==> src/rtl/dport_phy_lanes.sv <==
// DisplayPort PHY lane mux: per-lane selection of scrambled data, TPS1, TPS2
// or PRBS7, restarted on every mode change, followed by a per-lane skew line.
//   dpclk   : link symbol clock (rising edge)
//   rst_n   : asynchronous active-low reset
//   phymode : requested mode (0 off, 1 data, 2 TPS1, 3 TPS2, 4 PRBS7, 5..7 off)
//   scrdat  : scrambled words, 16 bits per lane, lane i at [16i+15:16i]
//   scrisk  : K-flags for scrdat, 2 bits per lane
//   txdat   : words to the 8b/10b transceivers, same packing as scrdat
//   txisk   : K-flags to the transceivers
//   pat_sof : pulse with lane 0 output of TPS2 word 0
//   mode_q  : mode currently applied by the generator
module dport_phy_lanes #(
   parameter int unsigned NLANES = 2,
   parameter int unsigned SKEW   = 1
) (
   input  logic                   dpclk,
   input  logic                   rst_n,
   input  logic [2:0]             phymode,
   input  logic [16*NLANES-1:0]   scrdat,
   input  logic [2*NLANES-1:0]    scrisk,
   output logic [16*NLANES-1:0]   txdat,
   output logic [2*NLANES-1:0]    txisk,
   output logic                   pat_sof,
   output logic [2:0]             mode_q
);

   localparam int unsigned DW = 16 * NLANES;
   localparam int unsigned KW = 2 * NLANES;

   localparam logic [2:0] MODE_OFF  = 3'd0;
   localparam logic [2:0] MODE_DATA = 3'd1;
   localparam logic [2:0] MODE_TPS1 = 3'd2;
   localparam logic [2:0] MODE_TPS2 = 3'd3;
   localparam logic [2:0] MODE_PRBS = 3'd4;

   localparam logic [6:0]  PRBS_SEED = 7'h7F;
   localparam logic [15:0] W_D102    = 16'h4A4A;
   localparam logic [15:0] W_K285    = 16'hCBBC;

   logic [2:0]    mode_map_c;
   logic [2:0]    mode_d;
   logic [2:0]    ctr, ctr_d;
   logic [6:0]    prbs, prbs_d;
   logic [15:0]   prbs_word_c;
   logic [6:0]    prbs_nxt_c;
   logic [DW-1:0] gen_dat_c;
   logic [KW-1:0] gen_isk_c;
   logic          gen_sof_c;
   logic [DW-1:0] st0_dat;
   logic [KW-1:0] st0_isk;

   // Undefined mode codes collapse to off
   assign mode_map_c = (phymode > MODE_PRBS) ? MODE_OFF : phymode;

   // 16 serial PRBS7 steps per cycle; first generated bit lands in bit 0
   always_comb begin : prbs_walk
      logic [6:0] s;
      s           = prbs;
      prbs_word_c = '0;
      for (int b = 0; b < 16; b++) begin
         prbs_word_c[b] = s[6] ^ s[5];
         s              = {s[5:0], s[6] ^ s[5]};
      end
      prbs_nxt_c = s;
   end

   // Mode/sequencer state register
   always_ff @(posedge dpclk or negedge rst_n) begin
      if (!rst_n) begin
         mode_q <= MODE_OFF;
         ctr    <= '0;
         prbs   <= PRBS_SEED;
      end else begin
         mode_q <= mode_d;
         ctr    <= ctr_d;
         prbs   <= prbs_d;
      end
   end

   // Next state: a mode change restarts both sequences, otherwise they free-run
   always_comb begin
      mode_d = mode_q;
      ctr_d  = (ctr == 3'd4) ? 3'd0 : ctr + 3'd1;
      prbs_d = prbs_nxt_c;
      if (mode_map_c != mode_q) begin
         mode_d = mode_map_c;
         ctr_d  = '0;
         prbs_d = PRBS_SEED;
      end
   end

   // Pattern generator; TPS2 is K28.5 D11.6 for two cycles then D10.2 for three
   always_comb begin
      gen_dat_c = '0;
      gen_isk_c = '0;
      gen_sof_c = 1'b0;
      case (mode_q)
         MODE_DATA: begin
            gen_dat_c = scrdat;
            gen_isk_c = scrisk;
         end
         MODE_TPS1: gen_dat_c = {NLANES{W_D102}};
         MODE_TPS2: begin
            gen_sof_c = (ctr == 3'd0);
            if (ctr < 3'd2) begin
               gen_dat_c = {NLANES{W_K285}};
               gen_isk_c = {NLANES{2'b01}};
            end else begin
               gen_dat_c = {NLANES{W_D102}};
            end
         end
         MODE_PRBS: gen_dat_c = {NLANES{prbs_word_c}};
         default: ;
      endcase
   end

   // Common output stage; pat_sof travels with lane 0
   always_ff @(posedge dpclk or negedge rst_n) begin
      if (!rst_n) begin
         st0_dat <= '0;
         st0_isk <= '0;
         pat_sof <= 1'b0;
      end else begin
         st0_dat <= gen_dat_c;
         st0_isk <= gen_isk_c;
         pat_sof <= gen_sof_c;
      end
   end

   // Per-lane skew line of i*SKEW stages; always shifting so old words drain first
   for (genvar i = 0; i < NLANES; i++) begin : g_lane
      localparam int unsigned DEPTH = 32'(i) * SKEW;
      if (DEPTH == 0) begin : g_direct
         assign txdat[16*i +: 16] = st0_dat[16*i +: 16];
         assign txisk[2*i +: 2]   = st0_isk[2*i +: 2];
      end else begin : g_skew
         logic [17:0] pipe [DEPTH];
         always_ff @(posedge dpclk or negedge rst_n) begin
            if (!rst_n) begin
               for (int unsigned k = 0; k < DEPTH; k++) pipe[k] <= '0;
            end else begin
               pipe[0] <= {st0_isk[2*i +: 2], st0_dat[16*i +: 16]};
               for (int unsigned k = 1; k < DEPTH; k++) pipe[k] <= pipe[k-1];
            end
         end
         assign {txisk[2*i +: 2], txdat[16*i +: 16]} = pipe[DEPTH-1];
      end
   end

endmodule

==> config.mk <==
export PLATFORM = sky130hd
export DESIGN_NAME = dport_phy_lanes
export DESIGN_NICKNAME = d
export VERILOG_FILES = /design/src/rtl/dport_phy_lanes.sv
export SDC_FILE = /design/constraint.sdc
export NUM_CORES = 1
export LEC_CHECK = 0
export ABC_AREA = 1
export CORE_MARGIN = 3
export CORE_UTILIZATION = 40
export CTS_CLUSTER_DIAMETER = 150
export DETAILED_ROUTE_END_ITERATION = 16
export PLACE_DENSITY = 0.79
export REMOVE_ABC_BUFFERS = 1
export SLEW_MARGIN = 20
export SYNTH_ARGS = -nofsm -noshare
export SYNTH_HDL_FRONTEND = slang
export SYNTH_SLANG_ARGS = --single-unit
==> constraint.sdc <==
create_clock -name dpclk -period 1.73 [get_ports dpclk]
set_input_delay 0.173 -clock dpclk [delete_from_list [all_inputs] [get_ports dpclk]]
set_output_delay 0.173 -clock dpclk [all_outputs]
set_load 0.02 [all_outputs]
# ---- Yosys cells after proc, flatten, opt, wreduce, memory -nomap -nowiden
# Index checks and enable logic that the tools add are counted.
dict set report totals {
  regBits 68
  out_inout_bits 40
  in_bits 41
  wordCells 42
}
dict set report classes {
  order_cmp 2
  n_bitwise 16
  n_addsub 1
  eq_ne 6
  n_reduce_logical 1
  n_mux 9
}
# operator count
set op_table {}
lappend op_table {{$pmux W32 S4} 1}
lappend op_table {{$mux W32} 1}
lappend op_table {{$xor A1 B1 Y1} 16}
lappend op_table {{$mux W3} 4}
lappend op_table {{$pmux W4 S2} 1}
lappend op_table {{$mux W7} 1}
lappend op_table {{$eq A3 B2 Y1 const B} 2}
lappend op_table {{$eq A3 B3 Y1 const B} 2}
lappend op_table {{$add A3 B1 Y3 const B} 1}
lappend op_table {{$eq A3 B1 Y1 const B} 1}
lappend op_table {{$gt A3 B3 Y1 const B} 1}
lappend op_table {{$logic_not A3 Y1} 1}
lappend op_table {{$lt A3 B2 Y1 const B} 1}
lappend op_table {{$ne A3 B3 Y1} 1}
lappend op_table {{$mux W1} 1}

# ---- Logic depth before layout (Yosys ltp)
# Gate-level depths: netlist (run 1).
dict set report depth {
  word_depth 4
  mapped_depth 9
  depth_no_buf 8
}

# ---- Worst setup path after synthesis (run 1)
# No wires, ideal clock.
dict set report synth_timing {
  kind {register to register}
  startpoint {reg mode_q[2]}
  endpoint {reg st0_dat[29]}
  stages_incl_launch_ff 6
  n_path_buf 1
  slack_ns 0.428
  setup_ns 0.065
  required_ns 1.665
  arrival_time_ns 1.237
  period_less_slack_ns 1.302
  path_cell_list {dfrtp_1 -> inv_2 -> nor3_2 -> buf_6 -> nand3_1 -> nand2_1}
}
dict set report synth_between {
  elab_chain_cells 2
  elab_cells_between_ends 5
  cone_classes {eq/ne: 4; mux: 1}
}
# item line
set synth_lines {}
lappend synth_lines {{from (decl)} 24} ;# output logic [2:0] mode_q
lappend synth_lines {{from (signal assigned)} 74} ;# mode_q <= mode_d;
lappend synth_lines {{$eq A3 B3 Y1 (tied with other cells)} 97} ;# case (mode_q)
lappend synth_lines {{$pmux W32 S4 (*)} 97}
lappend synth_lines {{via gen_dat_c[29]} 46} ;# logic [DW-1:0] gen_dat_c;
lappend synth_lines {{to (signal assigned)} 124} ;# st0_dat <= gen_dat_c;
lappend synth_lines {{to (decl)} 49} ;# logic [DW-1:0] st0_dat;
# Mark *: on every way through the listed nets, which the timed path passes. The rest lies on a longest branch.
# A chain may end at the register's enable or synchronous reset.

# ---- Final worst setup path (run 1)
dict set report layout_timing {
  startpoint {reg mode_q[2]}
  endpoint {out mode_q[2]}
}
# No word-level cell between the ends.

==> flow_summary.toml, run 1 <==
[cts]
clock-sinks = 68
numCtsBuffers = 9
cts_setup_buffers = 0
clock-root-buffer = "clkbuf_8"
cts_tree = "done"
clkTransAtPathRegs_ns = 0.07
htree_levels = 3
clock_latency_ns = 0.33
clockBufferDepth = 2

[yosys]
syn_avg_cell_area_sq_um = 9.66
yosysMostFrequentCell = "nand2_1"
yosys.cell_types.count = 20
synth-async-reset-ratio_pct = 100
yosysTopAreaCell = "dfrtp_1"
synth_area_leaders = "dfrtp_1 (54%), nand2_1 (14%), dfstp_2 (6.5%)"
synth_top_area_share_pct = 53.9
yosysSeqAreaShare_pct = 60.4
synth_edf_count = 0
synth_seq_cells = 68
ys_warn_count = 0
netlist_area_sq_um = 2830
synthCells = 293
synth_top_flop_cell = "dfrtp_1"
synth_commonest_cells = "nand2_1 (103), dfrtp_1 (61), inv_1 (21), buf_4 (20)"

[worst_setup_path]
crit_path_max_fanout = 5
path_buf_inv = 1
end_kind = "output pin"
required_ns = 1.56
max_stage_delay_ns = 0.66
crit_type = "reg -> out"
crit_path_start_kind = "register"
cp.arrival_ns = 1.48
crit_chain = "clkdlybuf4s50_1"
cp_slowest_cell = "clkdlybuf4s50_1"
path_delay_family = "buffers and inverters"

[place]
io_buffers = 80
gp_congestion = 0.842
place_area_sq_um = 3610
dp_hpwl_microns = 4200

[pwr]
power_per_cell_area_nw_per_um2 = 1330
internal_power_w = 0.00346
switching_share_pct = 32.5
p_leak_nw = 1.96
clkPwrFrac_pct = 29.1
combPwrFrac_pct = 30.1
p_seq_share_pct = 40.7
p_sw_w = 0.00167
total_power_w = 0.00513
ir_drop_mv = 0.651

[layout]
fillers = 621
diodes = 0
area_growth_pct = 36.3
final_cell_area_sq_um = 3860
final_net_count = 407
layout-drive-gt1-share_pct = 11.1
fin_util_pct = 56.5

[drt]
drcViolationCount = 0
ant_nets = 0
drt_iter0_markers = 47
routed_via_density = 4.40
vias = 2047
wl_per_cell_microns = 12.3
drt_pass1_iterations = 4
wirelength_microns = 5730

[global_route]
grt_max_degree = 46
grt_usage_pct = 15.2
grt_first_pass_wirelength_microns = 9670
antenna_found_initial = 0
grt_overflow = 0
grt_pass1_vias = 2062

[status]
status = "finished, final reports clean"

[timing]
relSlewSlack_pct = 51.9
slew_violations = 0
setup_viol = 0
period_share_pct = 95.4
fin_worst_skew_ns = 0.00594
setup_tns_ns = 0
post-route-min-period_ns = 1.65
rsz0062_at_grt = "false"
fmaxAchievable_mhz = 606
hold_slack_ns = 0.344
finalHoldViolCount = 0
worst_pin_slew_ns = 0.717

[floorplanning]
initial_core_util_pct = 41.4
dieArea_sq_um = 8120
core_sq_um = 6830
rows = 30
die_h_microns = 90.1
die_x_microns = 90.1
ioPinCount = 81

[job]
timing.max_cap.violations = 0

[hold_path]
hp-class = "reg -> reg"
==> cell type report <==
type,instances,area [sq um],share of cell area (%)
repair buffers,86,858,22.2
inverters,25,93.8,2.43
multi-input cells,174,841,21.8
well taps,96,120,3.11
clock inverters,4,70.1,1.82
flip-flops and latches,68,1710,44.3
clock buffers,12,165,4.28
==> stage by stage <==
| stage | setup WS, ns | cells |
|---|---|---|
| 6_report | 0.0792 | 465 |
| 5_1_grt | 0.0213 | 465 |
| 4_1_cts | 0.0267 | 465 |
| 3_5_place_dp | 0.118 | 448 |
| 3_3_place_gp | 0.250 | 448 |
| 2_1_floorplan | 0.100 | 267 |
==> power groups by stage <==
stage,combinational (W),clock [W],sequential [W]
5_1_grt,0.00176,0.00160,0.00213
6_report,0.00154,0.00149,0.00209
3_5_place_dp,0.00155,0,0.00212
3_3_place_gp,0.00155,0,0.00212
4_1_cts,0.00157,0.00152,0.00209
2_1_floorplan,0.000823,0,0.00223
==> placed cells by master, fill, tap and decap left out, types with 4 or more instances in the layout <==
cell type and instances:
nand3_1 19, buf_4 4, xor2_1 8, dfrtp_1 60, dfstp_2 7, xnor2_1 5, a21oi_1 19, inv_2 4
inv_1 21, clkbuf_8 12, nand2_1 103, nor2_1 9, clkdlybuf4s50_1 78
==> sequential cells by signal, summed over array words and instances (netlist names) <==
| name | flops |
|---|---|
| mode_q | 3 |
| pat_sof | 1 |
| prbs | 7 |
| st0_dat | 32 |
| g_lane.g_skew.pipe | 18 |
| st0_isk | 4 |
| ctr | 3 |
==> kinds of logic (layout without fill, tap and decap cells) <==
| family | after synthesis | after routing | synth area share (%) |
|---|---|---|---|
| AOI/OAI and AO/OA | 21 | 21 | 3.80 |
| buffers and inverters | 51 | 127 | 9.90 |
| and+or+nand+nor | 138 | 138 | 21.0 |
| adders and majority gates | 2 | 2 | 0.884 |
| xor gates and xnor gates | 13 | 13 | 4.02 |
| DFF | 68 | 68 | 60.4 |
==> per-layer routing <==
| metal | track usage, % | part of all wire (%) |
|---|---|---|
| met1 | 18.9 | 44 |
| met2 | 24.7 | 49 |
| met3 | 5.19 | 5.6 |
| met4 | 5.36 | 1.4 |
| met5 | 0 | 0 |
==> path summary, 6_finish.rpt <==
path / slack [ns] / to / cells past startpoint / startpoint
max in group asynchronous: 1.09 / prbs[3] / 3 / rst_n
max: 0.08 / mode_q[2] / 1 / mode_q[2]
min: 0.34 / g_lane[1].g_skew.pipe[14] / 0 / st0_dat[30]
min in group asynchronous: 0.37 / g_lane[1].g_skew.pipe[17] / 3 / rst_n
max reg2reg: 0.29 / st0_dat[1] / 4 / mode_q[1]
min reg2reg: 0.34 / g_lane[1].g_skew.pipe[14] / 0 / st0_dat[30]
==> timing repair <==
item	in CTS	in global routing
hold endpoints to repair	61	0
gates resized for setup	0	2
hold buffers	1	0
setup endpoints to repair	0	2
(Power assumes the default switching activity.)
==> run 2: changes to the inputs <==
Settings changed: CTS_CLUSTER_DIAMETER 150 to 80.
==> results of run 2 <==
No change in the layout: final DEF, timing and power equal those of run 1.
==> run 3: changes to the inputs <==
Settings changed: CORE_MARGIN 3 to 2, CORE_UTILIZATION 40 to 45, PLACE_DENSITY 0.79 to 0.86.
==> flow_summary.toml, run 3 (synthesis results as in run 1) <==
[drt]
drcViolationCount = 0
routed_via_density = 4.74
vias = 2099
wl_per_cell_microns = 12.9
wirelength_microns = 5720
ant_nets = 0
drt_iter0_markers = 87
drt_pass1_iterations = 4

[place]
dp_hpwl_microns = 4360
place_ws_ns = 0.176
gp_congestion = 0.827
io_buffers = 80

[status]
status = "finished, final reports clean"

[layout]
fin_util_pct = 63.4
fillers = 494
final_net_count = 408
layout-drive-gt1-share_pct = 10.6
area_growth_pct = 34.1
biggestRegsByFlops = "st0_dat: 32 flops, g_lane.g_skew.pipe: 18 flops, prbs: 7 flops"
layout_commonest_cell = "nand2_1"
diodes = 0
layout_common_cells = "nand2_1 (103), clkdlybuf4s50_1 (78), dfrtp_1 (60), inv_1 (21)"
top_register = "st0_dat"
largest_reg_flops = 32

[cts]
htree_levels = 3
clock_latency_ns = 0.33
cts_tree = "done"
clkTransAtPathRegs_ns = 0.07
clock-sinks = 68
clockBufferDepth = 2
numCtsBuffers = 9
clock-root-buffer = "clkbuf_8"

[global_route]
grt_overflow = 0
grt_pass1_vias = 2046
grt_usage_pct = 17.8
antenna_found_initial = 0
grt_first_pass_wirelength_microns = 9760
grt_max_degree = 33

[worst_setup_path]
crit_chain = "clkdlybuf4s50_1"
crit_type = "reg -> out"
crit_path_max_fanout = 5
cp.arrival_ns = 1.47
cp_slowest_cell = "clkdlybuf4s50_1"
end_kind = "output pin"
crit_path_start_kind = "register"
max_stage_delay_ns = 0.66
path_buf_inv = 1
path_delay_family = "buffers and inverters"
required_ns = 1.56

[timing]
setup_tns_ns = 0
worst_pin_slew_ns = 0.712
relSlewSlack_pct = 52.3
setup_viol = 0
rsz0062_at_grt = "false"
setup_ws_ns = 0.0829
post-route-min-period_ns = 1.65
finalHoldViolCount = 0
fmaxAchievable_mhz = 607
slew_violations = 0
period_share_pct = 95.2
fin_worst_skew_ns = 0.00665

[floorplanning]
core_sq_um = 5990
initial_core_util_pct = 47.3
die_x_microns = 83.3
die_h_microns = 83.3
dieArea_sq_um = 6940
ioPinCount = 81
rows = 28

[hold_path]
hp-class = "in -> async"

[pwr]
power_per_cell_area_nw_per_um2 = 1290
ir_drop_mv = 0.730
p_leak_nw = 1.94

[job]
timing.max_cap.violations = 0
## run 3: cell types whose count changed in the layout (fill, tap and decap cells not counted)
cell       before  now
buf_4           4    5
bufinv_16       2    1
clkbuf_1        0    1
clkbuf_8       12   11
clkinv_2        2    1
## run 3: power breakdown
group | total (W) | switching (W) | internal [W]
clock | 0.00126 | 0.000531 | 0.000727
combinational | 0.00157 | 0.000922 | 0.000643
sequential | 0.00209 | 0.000195 | 0.00189
## run 3: layer usage
| metal | up-vias | routed length (microns) | track usage (%) |
|---|---|---|---|
| met5 | - | 0 | 0 |
| met4 | 0 | 108 | 8.20 |
| li1 | 1027 | - | - |
| met1 | 985 | 2330 | 22.3 |
| met2 | 75 | 2900 | 29.0 |
| met3 | 12 | 381 | 4.47 |
## run 3: final timing paths
kind / start / to / slack [ns] / cells past startpoint
setup reg to reg: mode_q[1] / st0_dat[11] / 0.26 / 4
setup / recovery: mode_q[2] / mode_q[2] / 0.08 / 1
max in group asynchronous: rst_n / prbs[0] / 0.85 / 3
hold / removal: rst_n / st0_dat[19] / 0.31 / 2
min in group dpclk: st0_dat[16] / g_lane[1].g_skew.pipe[0] / 0.35 / 0
hold reg to reg: st0_dat[16] / g_lane[1].g_skew.pipe[0] / 0.35 / 0
## run 3: area by class of cell
cell class / instances / area [sq um] / area share (%)
flip-flops and latches: 68 / 1710 / 45.1
repair buffers: 87 / 866 / 22.8
multi-input cells: 174 / 841 / 22.1
clock buffers: 12 / 155 / 4.09
inverters: 25 / 93.8 / 2.47
well taps: 75 / 93.8 / 2.47
clock inverters: 2 / 35.0 / 0.923
## run 3: through the flow
step	std cells	hold slack [ns]	power (W)	cell area, sq um
2_1_floorplan	267	-0.123	0.00305	2650
3_3_place_gp	428	0.124	0.00361	3590
3_5_place_dp	428	0.128	0.00366	3590
4_1_cts	443	0.315	0.00494	3790
5_1_grt	443	0.348	0.00523	3800
6_report	443	0.313	0.00491	3800
## run 3: timing repair
action	4_1_cts	5_1_grt
setup buffers	0	0
gates resized for setup	0	2
hold buffers	1	0
hold endpoints to repair	15	0
setup endpoints to repair	0	2
